`src/rtl/mdu_pkg.sv`:
```
// mdu_pkg: shared encodings and sizing for the multiply/divide unit.
// Holds the op encoding, FSM state encoding, iteration count and counter width.
package mdu_pkg;

    localparam int MDU_ITER = 32;
    localparam int CNT_W    = 6;

    typedef enum logic [1:0] {
        OP_MULTU = 2'b00,
        OP_MULT  = 2'b01,
        OP_DIVU  = 2'b10,
        OP_DIV   = 2'b11
    } mdu_op_e;

    typedef enum logic [1:0] {
        ST_IDLE = 2'b00,
        ST_RUN  = 2'b01,
        ST_FIX  = 2'b10
    } mdu_state_e;

    // Divide ops are the ones with the upper op bit set.
    function automatic logic op_is_div(input logic [1:0] op);
        return op[1];
    endfunction

    // The lower op bit picks the signed variant when signed support is built in.
    function automatic logic op_is_signed(input logic [1:0] op);
        return op[0];
    endfunction

endpackage

```
`src/rtl/mdu_step.sv`:
```
// mdu_step: one radix-2 iteration of the multiply/divide datapath.
// The 64-bit accumulator is shared by both operations:
//   multiply: {partial product, remaining multiplier bits}, shifted right each step
//   divide:   {partial remainder, remaining dividend / growing quotient}, shifted left
module mdu_step
    import mdu_pkg::*;
(
    input  logic        is_div,
    input  logic [63:0] acc,
    input  logic [31:0] operand,
    output logic [63:0] acc_next
);

    logic [32:0] mul_sum;
    logic [32:0] rem_shift;
    logic [33:0] diff;

    // Shift-add for multiply, restoring shift-subtract for divide.
    always_comb begin
        mul_sum   = {1'b0, acc[63:32]} + (acc[0] ? {1'b0, operand} : 33'd0);
        rem_shift = {acc[63:32], acc[31]};
        diff      = {1'b0, rem_shift} - {2'b00, operand};
        acc_next  = acc;
        if (is_div) begin
            if (!diff[33]) begin
                acc_next = {diff[31:0], acc[30:0], 1'b1};
            end else begin
                acc_next = {rem_shift[31:0], acc[30:0], 1'b0};
            end
        end else begin
            acc_next = {mul_sum, acc[31:1]};
        end
    end

endmodule

```
`src/rtl/mdu_ctrl.sv`:
```
// mdu_ctrl: iterative MIPS-style multiply/divide unit with HI/LO registers.
// Fixed 33-cycle latency: 32 RUN steps then one FIX cycle that writes HI/LO.
// Optional macro MDU_SIGNED_EN enables MULT/DIV signed handling (op[0]=1);
// without it every op is unsigned and FIX is a plain pass-through.
module mdu_ctrl
    import mdu_pkg::*;
(
    input  logic        clk,
    input  logic        rst,
    input  logic        start,
    input  logic [1:0]  op,
    input  logic [31:0] a,
    input  logic [31:0] b,
    input  logic        cancel,
    input  logic        hi_we,
    input  logic        lo_we,
    input  logic [31:0] wdata,
    output logic        busy,
    output logic        done,
    output logic        dz,
    output logic [31:0] hi,
    output logic [31:0] lo
);

    mdu_state_e       state;
    mdu_state_e       state_next;
    logic [CNT_W-1:0] cnt;
    logic [63:0]      acc;
    logic [63:0]      acc_next;
    logic [31:0]      operand;
    logic             is_div;
    logic             dz_pend;
    logic             accept;
    logic             dz_hit;
    logic             fix_commit;
    logic [31:0]      a_mag;
    logic [31:0]      b_mag;
    logic [63:0]      result;

`ifdef MDU_SIGNED_EN
    logic             a_neg;
    logic             b_neg;
    logic             res_neg;
    logic             rem_neg;

    // Signed ops iterate on magnitudes; remember which signs to restore in FIX.
    always_comb begin
        a_neg = op_is_signed(op) & a[31];
        b_neg = op_is_signed(op) & b[31];
        a_mag = a_neg ? (~a + 32'd1) : a;
        b_mag = b_neg ? (~b + 32'd1) : b;
    end

    // Sign flags are captured together with the operands.
    always_ff @(posedge clk) begin
        if (rst) begin
            res_neg <= 1'b0;
            rem_neg <= 1'b0;
        end else if (accept) begin
            res_neg <= a_neg ^ b_neg;
            rem_neg <= a_neg;
        end
    end

    // Product/quotient negate on differing signs; remainder follows the dividend.
    always_comb begin
        result = acc;
        if (is_div) begin
            result[31:0]  = res_neg ? (~acc[31:0] + 32'd1) : acc[31:0];
            result[63:32] = rem_neg ? (~acc[63:32] + 32'd1) : acc[63:32];
        end else if (res_neg) begin
            result = ~acc + 64'd1;
        end
    end
`else
    logic             unused_op_sign;

    // Unsigned-only build: operands go straight in and FIX passes the result through.
    always_comb begin
        unused_op_sign = op[0];
        a_mag          = a;
        b_mag          = b;
        result         = acc;
    end
`endif

    mdu_step u_step (
        .is_div   (is_div),
        .acc      (acc),
        .operand  (operand),
        .acc_next (acc_next)
    );

    // State register.
    always_ff @(posedge clk) begin
        if (rst) begin
            state <= ST_IDLE;
        end else begin
            state <= state_next;
        end
    end

    // Next-state decode: accept in IDLE, count through RUN, one FIX cycle, cancel aborts.
    always_comb begin
        state_next = state;
        accept     = 1'b0;
        dz_hit     = 1'b0;
        fix_commit = 1'b0;
        case (state)
            ST_IDLE: begin
                if (start && !cancel) begin
                    if (op_is_div(op) && (b == 32'd0)) begin
                        dz_hit = 1'b1;
                    end else begin
                        accept     = 1'b1;
                        state_next = ST_RUN;
                    end
                end
            end
            ST_RUN: begin
                if (cancel) begin
                    state_next = ST_IDLE;
                end else if (cnt == CNT_W'(MDU_ITER - 1)) begin
                    state_next = ST_FIX;
                end
            end
            ST_FIX: begin
                state_next = ST_IDLE;
                fix_commit = !cancel;
            end
            default: begin
                state_next = ST_IDLE;
            end
        endcase
    end

    // Operand capture and one datapath iteration per RUN cycle.
    always_ff @(posedge clk) begin
        if (rst) begin
            cnt     <= '0;
            acc     <= '0;
            operand <= '0;
            is_div  <= 1'b0;
        end else if (accept) begin
            cnt     <= '0;
            acc     <= {32'd0, a_mag};
            operand <= b_mag;
            is_div  <= op_is_div(op);
        end else if (state == ST_RUN) begin
            cnt <= cnt + CNT_W'(1);
            acc <= acc_next;
        end
    end

    // HI/LO: result lands in FIX; MTHI/MTLO only take effect while idle.
    always_ff @(posedge clk) begin
        if (rst) begin
            hi <= '0;
            lo <= '0;
        end else if (fix_commit) begin
            hi <= result[63:32];
            lo <= result[31:0];
        end else if (state == ST_IDLE) begin
            if (hi_we) begin
                hi <= wdata;
            end
            if (lo_we) begin
                lo <= wdata;
            end
        end
    end

    // Completion pulses; a zero divisor reports one cycle after it was issued.
    always_ff @(posedge clk) begin
        if (rst) begin
            dz_pend <= 1'b0;
            done    <= 1'b0;
            dz      <= 1'b0;
        end else begin
            dz_pend <= dz_hit;
            done    <= fix_commit | dz_pend;
            dz      <= dz_pend;
        end
    end

    assign busy = (state != ST_IDLE);

endmodule

```
`config.mk`:
```
export PLATFORM = sky130hd
export DESIGN_NAME = mdu_ctrl
export DESIGN_NICKNAME = d
export VERILOG_FILES = /design/src/rtl/mdu_pkg.sv /design/src/rtl/mdu_step.sv /design/src/rtl/mdu_ctrl.sv
export SDC_FILE = /design/constraint.sdc
export NUM_CORES = 1
export LEC_CHECK = 0
export CORE_MARGIN = 3
export CORE_UTILIZATION = 55
export CTS_CLUSTER_DIAMETER = 60
export DETAILED_ROUTE_END_ITERATION = 6
export PLACE_DENSITY = 0.88
export SYNTH_ARGS = -nofsm -noshare
export SYNTH_HDL_FRONTEND = slang
export SYNTH_SLANG_ARGS = --single-unit
```
`constraint.sdc`:
```
create_clock -name clk -period 3.4 [get_ports clk]
set_input_delay 0.68 -clock clk [delete_from_list [all_inputs] [get_ports clk]]
set_output_delay 0.68 -clock clk [all_outputs]
set_load 0.005 [all_outputs]
```
==> impl_results.md <==
- Total Wirelength: 36340 um
- GRT Total Usage: 32.60%
- Post-CTS Resized: 0
- CTS max path bufs: 2
- Dominant cells by area after synthesis: dfxtp_1 31%, a21oi_1 8.0%, ha_1 7.4%
- CTS H-Tree Depth: 4
- Worst setup SP type: register
- Largest net degree at the start of global routing: 114
- Main synth FF type: dfxtp_1
- Kind of end point of the critical path: register
- Hold_buf cts: 0
- Antenna cells: 0
- Final ANT Viol Nets: 0
- Number of synthesized flops with an enable pin: 0
- CTS root buf: clkbuf_16
- Die X: between 100 and 150 um
- RSZ-0062 raised after global routing: false
- CTS tree: yes
- Synth cell types: 79
- Synth Register Bits: 172
- Fmax: around 310 MHz
- Final WS setup: 161.5 ps
- Yosys warns: 0
- Initial core utilization: 56.18%
- Die height: 147.2 um
- Most common cell after layout, fill and taps aside: nand2_1
- DP HPWL: around 26000 um
- Slew headroom: 35.68%
- DRT iter0 DRCs: 1166
- Clock-pin transition on the worst setup and hold timing paths: 80 ps
- Setup Fix Bufs, Post-CTS: 0
- First-pass GRT wire length: 57480 um
- FILL cells: around 1600
- Max Fanout on Critical Path: 14
- Hold Path Class: reg2reg
- P_leak: 5.404 nW
- Nets: about 1800
- Synthesized area: 0.01097 sq mm
- Worst EP required: 3720 ps
- Via count: 11574
- Ys async rst share: 0%
- Synth top area share: roughly a third
- GRT overflow: 0
- Clock skew: 14.64 ps
- Min Tclk post-route: between 3000 and 4000 ps
- Max_cap viols: 0
- Routability cong.: 1.003
- Synth-to-Final Area Change: 25.76%
- CP Class: reg2reg
- Core ar.: around 0.02 sq mm
- Pwr dens: around 410 mW/mm^2
- Area leader, netlist: dfxtp_1
- Standard-cell rows: 51
- Residual DRC count: 0
- Routed len/inst: between 15 and 20 um
- Port Buffers: about 170
- Cells after Synth: 1413
- Crit path arrival time: 3560 ps
- Share of cells above drive strength 1: 8.611%
- Slew Limit Fails: 0
- Clock sink count: approximately 170
- CTS buffer count: 17
- Die ar.: around 0.022 sq mm
- Initial antenna violation count: 0
- Number of global-route vias before repair: 11251
- Detailed-router iteration count before antenna repair: 6
- VDD IR max: 0.0003617 V
- Mapped Nets: 1584
- Register area share after synthesis: between 30% and 40%
- Run status: complete, no violations
- Commonest cells after routing, fill and taps aside: 201 x nand2_1, 175 x a21oi_1, 171 x dfxtp_1, 168 x clkdlybuf4s50_1, 110 x nor2_1
- Drt via density: 6.236
- Final hold vios: 0
- Final period utilization: 95.25%
- Worst skew pair latency: 440 ps
- Boundary pin count: 171
- Syn Area/Cell: slightly below 8 sq um
- Final core utilization: a little over two thirds
- Pre-CTS WS: -239.3 ps
- Worst-Margin Slew: 963.7 ps
- Count of final setup violators: 0
==> state kept, by name, indices dropped and copies added (netlist names), 2 cells and up <==
name,flops
acc,64
hi,32
lo,32
state,2
operand,32
cnt,6
==> path summary, 6_finish.rpt <==
path | start | endpoint | slack [ps] | depth (start not counted)
worst max-delay path | acc[0] | acc[61] | 160 | 12
worst min register to register | lo[7] | lo[7] | 450 | 2
worst max register to register | acc[0] | acc[61] | 160 | 12
worst min-delay path | lo[7] | lo[7] | 450 | 2
==> where the power goes <==
part           leakage [nW]  switching, W  internal [W]  total (W)
Combinational          3.72      0.000849      0.000692    0.00154
Clock                 0.279      0.000956      0.000977    0.00193
Sequential             1.41     0.0000932       0.00211    0.00221
Total                  5.40       0.00190       0.00378    0.00568
==> Yosys cell counts (all sizes together) (4+ instances only) <==
cell,instances
o21ai,79
buf,10
clkbuf,79
and3,6
xor2,25
o31ai,4
nand2,202
o211ai,14
or3,8
nor2,115
nor2b,5
nor4,9
a221oi,34
a2111oi,4
a21o,21
a22oi,65
inv,49
nand3,31
a31oi,10
nand4,9
dfxtp,172
ha,65
nand2b,10
a211oi,12
a21oi,183
a311oi,5
o21bai,8
mux2,7
or2,4
mux2i,35
and2,41
o21a,7
nor3,13
nor3b,4
xnor2,32
==> final cells by class <==
| type | count | area, sq um | share of cell area (%) |
|---|---|---|---|
| clock buffers | 17 | 425.4 | 3.084 |
| clock inverters | 14 | 146.4 | 1.061 |
| inverters | 49 | 183.9 | 1.333 |
| multi-input cells | 1103 | 7008 | 50.80 |
| flip-flops and latches | 172 | 3445 | 24.97 |
| well taps | 265 | 331.6 | 2.404 |
| repair buffers | 236 | 2255 | 16.34 |
==> per-layer routing <==
| metal | share of wire [%] | global-route usage (%) | vias to the layer above | wire [um] |
|---|---|---|---|---|
| met4 | 5.6 | 16.64 | 0 | 2047 |
| met3 | 6.5 | 4.843 | 150 | 2361 |
| li1 | - | - | 5431 | - |
| met2 | 47 | 54.38 | 554 | 17010 |
| met5 | 0 | 0 | - | 0 |
| met1 | 41 | 41.10 | 5439 | 14920 |
==> worst max-delay path, stage by stage (launching register included) <==
cell and delay [ps]:
dfxtp_1 380, buf_4 210, and2_1 170, ha_1 340, o21ai_0 150, a211oi_2 340, a311oi_1 190, or2_2 370
o21ai_1 330, a41oi_1 220, xnor2_1 170, a22oi_1 160, a21oi_1 90
==> cells by family (layout without fill, tap and decap cells) <==
group | count (synthesis) | count (layout) | share of synthesized area, %
compound gates | 472 | 472 | 28.15
xor+xnor | 57 | 57 | 4.551
fa+ha+maj | 67 | 67 | 7.779
buf+inv | 138 | 316 | 4.950
flops | 172 | 172 | 31.39
mux | 42 | 42 | 3.947
simple gates | 465 | 465 | 19.23
==> per-stage QoR <==
stage,total power [W],instance area [sq um],setup TNS [ps],hold WS (ps),cells
after CTS,0.005641,13790,0,455.1,1856
after global placement,0.003714,13220,-9962,440.7,1825
after floorplan,0.003149,10970,0,432.3,1413
after detailed placement,0.003747,13220,-8202,445.5,1825
after global routing,0.005888,13790,0,473.3,1856
final,0.005681,13790,0,454.1,1856
Power figures use the tool's default switching activity.
